==> src/rtl/kb_pkg.sv <==
// Shared definitions for the 4x4 keypad matrix scanner.
// Contents: matrix geometry, KB code field layout, FSM state encoding and a
// snapshot decoder that reports "exactly one key down" plus that key's index.
package kb_pkg;

  localparam int NUM_ROWS = 4;
  localparam int NUM_COLS = 4;
  localparam int NUM_KEYS = NUM_ROWS * NUM_COLS;
  localparam int ROW_W    = $clog2(NUM_ROWS);
  localparam int COL_W    = $clog2(NUM_COLS);

  // KB code: [7:4] always zero, [3:0] = col*4 + row
  localparam int KB_W     = 8;
  localparam int KB_IDX_W = 4;
  localparam int KB_PAD_W = KB_W - KB_IDX_W;

  typedef enum logic {
    IDLE = 1'b0,
    HELD = 1'b1
  } kb_state_e;

  typedef struct packed {
    logic                one_hot;
    logic [KB_IDX_W-1:0] idx;
  } key_decode_t;

  // idx is only meaningful when one_hot is set
  function automatic key_decode_t decode_keys(input logic [NUM_KEYS-1:0] snap);
    key_decode_t res;
    int unsigned cnt;
    res = '0;
    cnt = 0;
    for (int i = 0; i < NUM_KEYS; i++) begin
      if (snap[i]) begin
        cnt++;
        res.idx = KB_IDX_W'(i);
      end
    end
    res.one_hot = (cnt == 1);
    return res;
  endfunction

endpackage

==> src/rtl/kb_matrix_scanner_timer.sv <==
// Column scan timer for the keypad matrix.
// Drives one column low at a time for SCAN_DIV cycles each, cycling 0..3.
// Ports:
//   clk, rst      : clock, asynchronous active-low reset
//   col_idx       : column currently driven
//   col_out       : active-low one-hot column drive (registered)
//   sample_stb    : last dwell cycle of the current column
//   scan_end_stb  : last dwell cycle of the last column (end of full scan)
module kb_scan_timer
  import kb_pkg::*;
#(
  parameter int SCAN_DIV = 1000
) (
  input  logic             clk,
  input  logic             rst,
  output logic [COL_W-1:0] col_idx,
  output logic [3:0]       col_out,
  output logic             sample_stb,
  output logic             scan_end_stb
);

  localparam int CNT_W = $clog2(SCAN_DIV);
  localparam logic [CNT_W-1:0] DWELL_LAST = CNT_W'(SCAN_DIV - 1);
  localparam logic [COL_W-1:0] COL_LAST   = COL_W'(NUM_COLS - 1);

  logic [CNT_W-1:0] dwell_q, dwell_d;
  logic [COL_W-1:0] col_q, col_d;
  logic [3:0]       col_out_q, col_out_d;

  always_comb begin
    dwell_d   = dwell_q + 1'b1;
    col_d     = col_q;
    if (dwell_q == DWELL_LAST) begin
      dwell_d = '0;
      col_d   = (col_q == COL_LAST) ? '0 : col_q + 1'b1;
    end
    // registered so the drive changes in the same edge as col_q
    col_out_d = ~(4'b0001 << col_d);
  end

  always_ff @(posedge clk or negedge rst) begin
    if (!rst) begin
      dwell_q   <= '0;
      col_q     <= '0;
      col_out_q <= 4'b1110;
    end else begin
      dwell_q   <= dwell_d;
      col_q     <= col_d;
      col_out_q <= col_out_d;
    end
  end

  assign col_idx      = col_q;
  assign col_out      = col_out_q;
  assign sample_stb   = (dwell_q == DWELL_LAST);
  assign scan_end_stb = sample_stb && (col_q == COL_LAST);

endmodule

==> src/rtl/kb_matrix_scanner.sv <==
// 4x4 active-low keypad scanner with debounce and valid/ack key-code output.
// Ports:
//   clk, rst   : clock, asynchronous active-low reset
//   row_in     : keypad rows, active-low, asynchronous
//   col_out    : keypad column drive, active-low one-hot
//   kb_ack     : consumer has taken KB
//   KB         : key code {4'b0, col*4+row}
//   kb_valid   : KB holds an unconsumed code
//   kb_overrun : sticky, an unacked code was overwritten
module kb_matrix_scanner
  import kb_pkg::*;
#(
  parameter int SCAN_DIV       = 1000,
  parameter int DEBOUNCE_SCANS = 4
) (
  input  logic            clk,
  input  logic            rst,
  input  logic [3:0]      row_in,
  output logic [3:0]      col_out,
  input  logic            kb_ack,
  output logic [KB_W-1:0] KB,
  output logic            kb_valid,
  output logic            kb_overrun
);

  localparam logic [3:0] DEB_CNT = 4'(DEBOUNCE_SCANS);
  localparam logic [3:0] DEB_M1  = 4'(DEBOUNCE_SCANS - 1);

  logic [COL_W-1:0] col_idx;
  logic             sample_stb;
  logic             scan_end_stb;

  kb_scan_timer #(
    .SCAN_DIV(SCAN_DIV)
  ) u_timer (
    .clk         (clk),
    .rst         (rst),
    .col_idx     (col_idx),
    .col_out     (col_out),
    .sample_stb  (sample_stb),
    .scan_end_stb(scan_end_stb)
  );

  logic [3:0]          sync1_q, sync2_q;
  logic [NUM_KEYS-1:0] snap_q, snap_d, snap_full;
  logic [NUM_KEYS-1:0] prev_snap_q, prev_snap_d;
  logic [3:0]          stable_cnt_q, stable_cnt_d;
  logic                evt_q, evt_d;
  kb_state_e           state_q, state_d;
  logic [KB_IDX_W-1:0] kb_idx_q, kb_idx_d;
  logic                valid_q, valid_d;
  logic                overrun_q, overrun_d;
  logic                emit;
  key_decode_t         dec;

  // Working snapshot with the current column's sample merged in, so the
  // end-of-scan compare already sees column 3 of this scan.
  always_comb begin
    snap_full = snap_q;
    for (int r = 0; r < NUM_ROWS; r++) begin
      snap_full[{col_idx, ROW_W'(r)}] = ~sync2_q[r];
    end
    snap_d = sample_stb ? snap_full : snap_q;
  end

  // Debounce: stable event pulses once, on the scan where the count of
  // consecutive identical snapshots first reaches DEBOUNCE_SCANS.
  always_comb begin
    prev_snap_d  = prev_snap_q;
    stable_cnt_d = stable_cnt_q;
    evt_d        = 1'b0;
    if (scan_end_stb) begin
      if (snap_full == prev_snap_q) begin
        if (stable_cnt_q != DEB_CNT) begin
          stable_cnt_d = stable_cnt_q + 1'b1;
        end
        evt_d = (stable_cnt_q == DEB_M1);
      end else begin
        prev_snap_d  = snap_full;
        stable_cnt_d = 4'd1;
        evt_d        = (DEB_CNT == 4'd1);
      end
    end
  end

  // prev_snap_q holds the stable snapshot while evt_q is high
  assign dec = decode_keys(prev_snap_q);

  always_comb begin
    state_d = state_q;
    emit    = 1'b0;
    if (evt_q) begin
      if (state_q == IDLE) begin
        if (dec.one_hot) begin
          emit    = 1'b1;
          state_d = HELD;
        end
      end else if (prev_snap_q == '0) begin
        state_d = IDLE;
      end
    end
  end

  // A new code always wins over a same-cycle ack; overrun only when the
  // previous code is still unacked.
  always_comb begin
    kb_idx_d  = kb_idx_q;
    valid_d   = valid_q;
    overrun_d = overrun_q;
    if (emit) begin
      kb_idx_d = dec.idx;
      valid_d  = 1'b1;
      if (valid_q && !kb_ack) begin
        overrun_d = 1'b1;
      end
    end else if (valid_q && kb_ack) begin
      valid_d = 1'b0;
    end
  end

  always_ff @(posedge clk or negedge rst) begin
    if (!rst) begin
      sync1_q      <= 4'hF;
      sync2_q      <= 4'hF;
      snap_q       <= '0;
      prev_snap_q  <= '0;
      stable_cnt_q <= '0;
      evt_q        <= 1'b0;
      state_q      <= IDLE;
      kb_idx_q     <= '0;
      valid_q      <= 1'b0;
      overrun_q    <= 1'b0;
    end else begin
      sync1_q      <= row_in;
      sync2_q      <= sync1_q;
      snap_q       <= snap_d;
      prev_snap_q  <= prev_snap_d;
      stable_cnt_q <= stable_cnt_d;
      evt_q        <= evt_d;
      state_q      <= state_d;
      kb_idx_q     <= kb_idx_d;
      valid_q      <= valid_d;
      overrun_q    <= overrun_d;
    end
  end

  assign KB         = {KB_PAD_W'(0), kb_idx_q};
  assign kb_valid   = valid_q;
  assign kb_overrun = overrun_q;

endmodule
==> config.mk <==
export PLATFORM = sky130hd
export DESIGN_NAME = kb_matrix_scanner
export DESIGN_NICKNAME = d
export VERILOG_FILES = /design/src/rtl/kb_pkg.sv /design/src/rtl/kb_matrix_scanner_timer.sv /design/src/rtl/kb_matrix_scanner.sv
export SDC_FILE = /design/constraint.sdc
export NUM_CORES = 1
export LEC_CHECK = 0
export BUFFER_PORTS_ARGS = -buffer_cell sky130_fd_sc_hd__buf_2
export CELL_PAD_IN_SITES_DETAIL_PLACEMENT = 0
export CELL_PAD_IN_SITES_GLOBAL_PLACEMENT = 1
export CORE_UTILIZATION = 46
export CTS_BUF_LIST = sky130_fd_sc_hd__clkbuf_8
export DETAILED_ROUTE_END_ITERATION = 12
export PLACE_DENSITY = 0.78
export SETUP_SLACK_MARGIN = 0.3
export SYNTH_ARGS = -nofsm -noshare
export SYNTH_HDL_FRONTEND = slang
export SYNTH_HIERARCHICAL = 1
export SYNTH_SLANG_ARGS = --single-unit
export TNS_END_PERCENT = 30
==> constraint.sdc <==
create_clock -name clk -period 9.4 [get_ports clk]
set_input_delay 0 -clock clk [delete_from_list [all_inputs] [get_ports clk]]
set_output_delay 0 -clock clk [all_outputs]
set_load 0.05 [all_outputs]
Word level (Yosys, flattened, before mapping) --
Cells that the tools add are included. W data, S select, Z words.
Storage, ports and cells: register bits 68, bits in latches 0, memory bits (writable) 0, bits in read-only memories 0, input port bits 7, output and inout bits 14, logic and storage cells 123, memories kept 0
Cells by class: add/sub/neg operators 18, $mul 0, divide/modulo/power cells 0, $lt $le $gt $ge 8, equal/unequal tests 7, shift-type cells 1, multiplexer cells 57, bitwise logic cells 6, reductions and logical operators 13
Operators by type and width (count):
- $add A32 B1 Y32 const B | 15
- $mux W32 | 15
- $bwmux W16 | 4
- $mux W4 | 16
- $eq A32 B1 Y1 const B | 1
- $lt A4 B5 Y1 const B | 4
- $eq A16 B16 Y1 | 1
- $ge A4 B1 Y1 const B | 4
- $logic_not A16 Y1 | 1
- $mux W1 | 15
- $add A10 B1 Y10 const B | 1
- $eq A10 B10 Y1 const B | 1
- $mux W10 | 1
- $demux W1 S2 | 4
- $logic_and A1 B1 Y1 | 7
- $reduce_and A2 Y1 | 3
- $not A1 Y1 | 5
- $add A4 B1 Y4 const B | 1
- $eq A4 B2 Y1 const B | 1
- $mux W2 | 2
- $ne A4 B3 Y1 const B | 1
- $not A4 Y4 | 1
- $shl A1 B2 Y4 const A | 1
- $add A2 B1 Y2 const B | 1
- other kinds (4) | 4

Longest topological paths before layout --
Gate-level depths: netlist (run 1).
depth after elaboration 36, depth in mapped cells 51, gate-level depth less buffers 51

Modules after synthesis --
The synthesis (run 1) kept the hierarchy.
Modules (own cells, without submodules):
- kb_matrix_scanner | instances 1, cells an instance 467, area each 4294.1 um^2, sequential area each 1311.3 um^2
- kb_scan_timer | instances 1, cells an instance 70, area each 804.5 um^2, sequential area each 404.1 um^2

Worst setup path after synthesis (run 1) --
Ideal clock, no wire load.
kind reg2reg, start point register prev_snap_q[0], end point register kb_idx_q[0], setup time 0.125 ns, arrival time 9.721 ns, data required time 9.275 ns, path slack -0.446 ns, cell stages (with the launch flop) 52, path buffers 0, period minus slack after synthesis 9.846 ns, cells stage by stage dfrtp_1 -> inv_1 -> ha_1 -> xnor2_1 -> inv_1 -> ha_1 -> mux2_2 -> ha_1 -> mux2_2 -> ha_1 -> a32oi_1 -> nand2_1 -> ha_1 -> and2b_2 -> nor2_1 -> ha_1 -> inv_1 -> mux2_2 -> (+16 left out) -> a21oi_1 -> o31a_1 -> inv_1 -> ha_1 -> nand2_1 -> o21ai_0 -> ha_1 -> mux2_2 -> ha_1 -> nand2_1 -> xnor2_1 -> xnor2_1 -> nor3b_1 -> o21ai_0 -> a211oi_1 -> nand3_1 -> a211oi_4 -> mux2_4
Between the ends: word-level cells in the longest chain between the ends 35
RTL lines:
- start, declared | line kb_matrix_scanner.sv:46 | logic [NUM_KEYS-1:0] prev_snap_q, prev_snap_d;
- start signal, assigned | line kb_matrix_scanner.sv:137 | prev_snap_q <= prev_snap_d;
- $mux W1 * | line kb_pkg.sv:34 | if (snap[i]) begin
- $add A32 B1 Y32 | line kb_pkg.sv:35 | cnt++;
- $mux W32 * | line kb_pkg.sv:34
- $add A32 B1 Y32 | line kb_pkg.sv:35
- $mux W32 * | line kb_pkg.sv:34
- $add A32 B1 Y32 | line kb_pkg.sv:35
- $mux W32 * | line kb_pkg.sv:34
- $add A32 B1 Y32 | line kb_pkg.sv:35
- (+19 left out)
- $add A32 B1 Y32 | line kb_pkg.sv:35
- $mux W32 * | line kb_pkg.sv:34
- $add A32 B1 Y32 | line kb_pkg.sv:35
- $mux W32 * | line kb_pkg.sv:34
- $eq A32 B1 Y1 * | line kb_pkg.sv:39 | res.one_hot = (cnt == 1);
- $mux W1 * | line kb_matrix_scanner.sv:94 | if (dec.one_hot) begin
- $mux W1 * | line kb_matrix_scanner.sv:93 | if (state_q == IDLE) begin
- $mux W1 * | line kb_matrix_scanner.sv:92 | if (evt_q) begin
- end signal, assigned | line kb_matrix_scanner.sv:141 | kb_idx_q <= kb_idx_d;
- end, declared | line kb_matrix_scanner.sv:50 | logic [KB_IDX_W-1:0] kb_idx_q, kb_idx_d;
Every way passes the cells marked *; elsewhere a longest branch is shown, timed or not. A chain may end at the register's enable or synchronous reset.

Worst setup path after layout (run 1) --
start point register prev_snap_q[0], end point register kb_idx_q[2]
Same word-level chain as after synthesis.

==> results of run 1 <==
state kept, by name (all words and copies together), names as in the netlist:
name and count:
u_timer/dwell_q 10, kb_overrun 1, evt_q 1, sync2_q 4, snap_q 16, stable_cnt_q 4
prev_snap_q 16, kb_idx_q 4, u_timer/col_out 4, state_q 1, u_timer/col_idx 2, sync1_q 4
kb_valid 1
cell type report:
type / count / area [sq um] / share of cell area, %
Clock buffer: 9 / 124 / 1.99
Clock inverter: 7 / 116 / 1.87
Inverter: 23 / 91.3 / 1.47
Multi-Input combinational cell: 424 / 3460 / 55.6
Sequential cell: 68 / 1720 / 27.6
Tap cell: 140 / 175 / 2.82
Timing Repair Buffer: 75 / 542 / 8.71
cells in the mapped netlist (4+ instances only):
cell type and number:
a21oi_1 25, a211oi_1 4, nor3b_1 7, inv_1 22, buf_4 5, mux2_2 16, buf_2 5, mux2i_1 4
dfstp_2 11, clkbuf_1 12, nand3b_1 5, xnor3_1 8, nand3_1 10, o21ai_0 48, xor2_1 12, nor4b_1 4
a31oi_1 8, nand2_1 72, nor3_1 6, nor4_1 8, and2_1 5, xnor2_1 36, o31ai_1 5, nand4_1 7
nand2b_1 6, mux2_4 4, nor2_1 35, ha_1 19, dfrtp_1 57
report_power, final:
group / switching, uW / internal (uW)
sequential: 2.37 / 296
combinational: 11.1 / 3.97
clock: 112 / 176
metrics by stage:
stage / cell area, sq um / util [%] / hold slack [ns] / cells
6_report: 6220 / 57.4 / 0.295 / 746
5_1_grt: 6220 / 57.4 / 0.281 / 746
4_1_cts: 6110 / 56.4 / 0.274 / 741
3_5_place_dp: 5570 / 51.4 / 0.107 / 696
3_3_place_gp: 5570 / 51.4 / 0.108 / 696
2_1_floorplan: 5250 / - / -0.296 / 540
worst paths after layout:
path / start / to / slack (ns) / cells past startpoint
max: prev_snap_q[0]$_DFFE_PN0P_ / kb_idx_q[2]$_DFFE_PN0P_ / 0.09 / 52
min: row_in[1] / sync1_q[1]$_DFF_PN1_ / 0.29 / 2
max reg2reg: prev_snap_q[0]$_DFFE_PN0P_ / kb_idx_q[2]$_DFFE_PN0P_ / 0.09 / 52
min reg2reg: sync1_q[0]$_DFF_PN1_ / sync2_q[0]$_DFF_PN1_ / 0.36 / 0
max in group asynchronous: rst / snap_q[14]$_DFFE_PN0P_ / 8.47 / 3
min in group asynchronous: rst / u_timer/dwell_q[0]$_DFF_PN0_ / 0.37 / 3
what timing repair did:
item                                    CTS  global route
hold buffers                              6             0
endpoints found under the setup margin    7             7
endpoints found under the hold margin    63             0
resized for setup                        11            12
cloned                                    0             0
pin swaps                                21            11
setup buffers                            23             5
layer usage:
metal / track usage [%] / vias to the layer above / part of all wire (%)
li1: - / 2014 / -
met1: 29.0 / 1883 / 50
met2: 33.7 / 39 / 47
met3: 2.36 / 14 / 1.7
met4: 6.85 / 0 / 1.4
met5: 0 / - / 0
logic make-up after synthesis:
family          count (synthesis)  synth area share (%)
compound gates                121                  15.7
xor+xnor                       68                  16.9
fa+ha+maj                      20                  4.86
buf+inv                        48                  4.27
flops                          68                  33.6
mux                            24                  5.50
other cells                     1                0.0735
simple gates                  187                  19.0
worst max-delay path: cells and delay by family (launching register included):
| family | cells | cell delay (ns) |
|---|---|---|
| adder cells (fa/ha/maj) | 13 | 3.08 |
| AO/OA/AOI/OAI | 12 | 1.75 |
| AND/OR/NAND/NOR | 14 | 1.74 |
| multiplexers | 5 | 1.40 |
| buffers and inverters | 6 | 0.61 |
| flip-flops | 1 | 0.41 |
| XOR/XNOR | 2 | 0.22 |
==> results.tsv, run 1 <==
metric	value	unit
clock_sinks	68	
pre_cts_slack	-0.244	ns
synth_area	0.00510	sq mm
grt_util_all_layers	20.8	%
rows	38	
synthesis.instances	537	
maxCapViolations	0	
fill_cells	918	
timing.final.hold_violations	0	
cp_common_cell	ha_4	
yosysTopAreaCell	dfrtp_1	
wire_per_inst	15.0	microns
numCtsBuffers	9	
crit_fanout	6	
synth-seq-area-share	33.6	%
yosysTopAreaCellShare	28.0	%
async_flop_share	100	%
die_area	0.0115	sq mm
finalCriticalPeriod	9.31	ns
routed_wl	11200	microns
start_util	47.0	%
fin_setup_tns	0	ns
ant_nets	0	
drive_above_1_share	30.4	%
vias	3950	
grt_overflow	0	
antenna_found_initial	0	
mostFrequentLayoutCell	nand2_1	
coreArea	0.0108	sq mm
clock_latency	0.35	ns
fin_ws	0.0949	ns
htree_levels	3	
die_x	107	microns
drc	0	
endpoint_kind	flop	
p_per_area	96.5	mW/mm^2
synth.distinct_cells	81	
cts_tree	yes	
path_clk_slew	0.08	ns
required	9.64	ns
drt-initial-drc-count	220	
ctsRootBufferMaster	clkbuf_8	
first_pass_iters	4	
slowest_stage	dfrtp_1	
max-clock-path-buffers	2	
status	completed	
period_share	99.0	%
rsz0062_at_grt	yes	
relSlewSlack	40.1	%
gp_congestion	0.772	
grt_pass1_vias	3939	
setup_viol	0	
final_nets	627	
num_io_pins	21	
portBuffers	16	
grt_max_degree	69	
fmax	0.107	GHz
criticalPathCategory	reg -> reg	
antenna_cells	0	
ys_seq_elements	68	
report.final.slew_viol_count	0	
holdCritPathClass	in -> reg	
ys_top_cells_by_area	dfrtp_1 28%, xnor2_1 6.2%, dfstp_2 5.7%, nand2_1 5.3%, o21ai_0 4.7%	
synth-edff-count	0	
p_leak	0.00278	uW
final_cell_mix	67 x nand2_1, 57 x dfrtp_1, 52 x buf_4, 45 x o21ai_0	
peakVddDrop	0.112	mV
start_kind	flop	
synth-main-ff-cell	dfrtp_1	
ys_warn_count	6	
drt-vias-per-instance	5.29	
grt_pass1_wl	19000	microns
worst_pin_slew	0.896	ns
syn2layout_area_growth	22.0	%
p_total	601	uW
syn_avg_cell_area	9.49	sq um
die_h	107	microns
cpPeakStageDelay	0.41	ns
fin_skew	0.0129	ns
critPathArrivalTime	9.54	ns
hpwl	7850	microns
Power figures use the tool's default switching activity.
==> run 2: changes to the inputs <==
REMOVE_ABC_BUFFERS = 1   (was default)
==> run 2 against run 1 <==
Cell area increased by 2.4%. Total power decreased by 8.0%. Non-clock buffer count increased by 10. Sequential power about the same. Clock power decreased by 17%. Clock-buffer cell count increased by 1. Critical endpoint is now kb_idx_q[0]$_DFFE_PN0P_. Clock skew decreased by 0.0041 ns. Final cell count increased by 1.3%.
==> results.tsv, run 2 (synthesis gave the netlist of run 1 again) <==
metric	value	unit	change
grt_overflow	0		unchanged
setup_viol	0		unchanged
num_io_pins	21		unchanged
fill_cells	903		-1.6%
worst_pin_slew	0.845	ns	-0.0507 ns
start_kind	flop		
crit_end	kb_idx_q[0]$_DFFE_PN0P_		
p_leak	0.00286	uW	+2.9%
finalCriticalPeriod	9.34	ns	+0.0320 ns
clock_sinks	68		unchanged
rrSetupSlack	0.06	ns	-0.03 ns
drive_above_1_share	32.5	%	+2.1 points
gr-max-usage-layer	met2		
status	completed		
final_cell_mix	68 x nand2_1, 57 x dfrtp_1, 48 x buf_4, 45 x o21ai_0, 33 x nor2_1		
cp_common_cell	buf_6		
wire_per_inst	15.4	microns	+2.6%
clock_latency	0.35	ns	about the same
reg2reg_to	kb_idx_q[0]$_DFFE_PN0P_		
ctsRootBufferMaster	clkbuf_8		
start_util	47.0	%	unchanged
register_area	0.00172	sq mm	unchanged
switching_power	124	uW	-1.0%
syn2layout_area_growth	24.9	%	
htree_levels	3		unchanged
multi_input_area	0.00351	sq mm	+1.7%
period_share	99.3	%	+0.34 points
die_area	0.0115	sq mm	unchanged
pwr-share-clk	43.3	%	-4.6 points
drc	0		unchanged
ant_nets	0		unchanged
die_h	107	microns	unchanged
grt_max_degree	69		unchanged
grt_use_met2	35.7	%	+2.0 points
portBuffers	16		unchanged
path_clk_slew	0.07	ns	about the same
die_x	107	microns	unchanged
endpoint_kind	flop		
criticalPathCategory	reg -> reg		
peakVddDrop	0.118	mV	+4.8%
final_core_utilization	58.7	%	+1.4 points
p_int	429	uW	-9.8%
rows	38		unchanged
final_area	0.00637	sq mm	+2.4%
coreArea	0.0108	sq mm	unchanged
fin_skew	0.00880	ns	-0.00407 ns
met3_usage	2.85	%	+0.48 points
required	9.63	ns	about the same
final_nets	637		+1.6%
mostFrequentLayoutCell	nand2_1		
r2r_cells	53		+1.9%
reg2reg_from	prev_snap_q[1]$_DFFE_PN0P_		
fmax	0.107	GHz	-0.34%
grt_pass1_wl	19200	microns	+0.87%
p_per_area	86.8	mW/mm^2	-10%
antenna_found_initial	0		unchanged
drt-vias-per-instance	5.35		+1.1%
antenna_cells	0		unchanged
grt_use_met1	27.3	%	-1.7 points
hpwl	7830	microns	-0.27%
grt_pass1_vias	4069		+3.3%
report.final.slew_viol_count	0		unchanged
timing.final.hold_violations	0		unchanged
slowest_stage	or4_4		
first_pass_iters	4		unchanged
drt-initial-drc-count	188		-15%
reg_top3	prev_snap_q (16), snap_q (16), u_timer/dwell_q (10)		
place_area	0.00546	sq mm	-2.0%
routed_wl	11700	microns	+4.0%
critPathArrivalTime	9.57	ns	+0.03 ns
maxCapViolations	0		unchanged
combPwrFrac	2.7	%	+0.2 points
rsz0062_at_grt	yes		
cpPeakStageDelay	0.54	ns	+0.13 ns
max-clock-path-buffers	2		unchanged
relSlewSlack	43.7	%	+3.5 points
cp-startpoint	prev_snap_q[1]$_DFFE_PN0P_		
holdCritPathClass	in -> reg		
pwr-share-seq	54.0	%	+4.4 points
p_sw_share	22.4	%	+1.6 points
numCtsBuffers	9		unchanged
cts_tree	yes		
vias	4046		+2.4%
gp_congestion	0.790		+2.3%
grt_util_all_layers	21.3	%	+0.54 points
crit_fanout	6		unchanged
[run 2: metrics by stage]
| step | instances | hold slack (ns) | total power (uW) | setup slack, ns | setup TNS, ns |
|---|---|---|---|---|---|
| finish | 756 | 0.284 | 553 | 0.0629 | 0 |
| global route | 756 | 0.272 | 576 | -0.331 | -1.79 |
| CTS | 748 | 0.268 | 562 | -0.199 | -0.924 |
| detailed placement | 700 | 0.106 | 317 | -0.573 | -3.47 |
| global placement | 700 | 0.108 | 317 | -0.207 | -0.967 |
| floorplan | 515 | -0.296 | 308 | -0.436 | -2.35 |
[run 2: routing by layer]
metal | wire (microns) | vias to the layer above | part of all wire [%]
met1 | 5520 | 1917 | 47
met5 | 0 | - | 0
met3 | 202 | 29 | 1.7
met2 | 5600 | 60 | 48
met4 | 339 | 0 | 2.9
li1 | - | 2040 | -
[run 2: what timing repair did]
item / 4_1_cts / 5_1_grt
hold buffers: 6 / 0
gates resized for setup: 30 / 46
setup buffers: 26 / 8
setup endpoints to repair: 7 / 7
hold endpoints to repair: 63 / 0
pin swaps: 24 / 28
[run 2: how the worst min path moves through the flow]
stage / start / end / slack, ns / depth (start not counted)
5_1_grt: row_in[1] / sync1_q[1]$_DFF_PN1_ / 0.27 / 2
4_1_cts: row_in[1] / sync1_q[1]$_DFF_PN1_ / 0.27 / 2
3_3_place_gp: row_in[2] / sync1_q[2]$_DFF_PN1_ / 0.11 / 1
3_5_place_dp: row_in[1] / sync1_q[1]$_DFF_PN1_ / 0.11 / 1
6_report: row_in[2] / sync1_q[2]$_DFF_PN1_ / 0.28 / 2
2_1_floorplan: rst / evt_q$_DFF_PN0_ / -0.30 / 0
[run 2: cell type report]
| cell class | count | share of cell area [%] |
|---|---|---|
| Tap cell | 140 | 2.75 |
| Clock inverter | 6 | 1.02 |
| Sequential cell | 68 | 26.9 |
| Inverter | 23 | 1.43 |
| Clock buffer | 10 | 2.16 |
| Multi-Input combinational cell | 424 | 55.2 |
| Timing Repair Buffer | 85 | 10.5 |
[run 2: power by group through the flow]
stage	logic, uW	clock network, uW	registers [uW]
2_1_floorplan	5.73	0	302
3_3_place_gp	13.4	0	304
3_5_place_dp	13.5	0	304
4_1_cts	15.4	248	298
5_1_grt	17.0	261	298
6_report	15.1	239	298
[run 2: worst max-delay path, delay by kind of cell (launching register included)]
| family | cells | cell delay (ns) |
|---|---|---|
| flip-flops | 1 | 0.41 |
| multiplexers | 4 | 1.13 |
| AND/OR/NAND/NOR | 12 | 1.85 |
| AO/OA/AOI/OAI | 10 | 1.42 |
| buffers and inverters | 16 | 1.62 |
| adder cells (fa/ha/maj) | 11 | 2.74 |
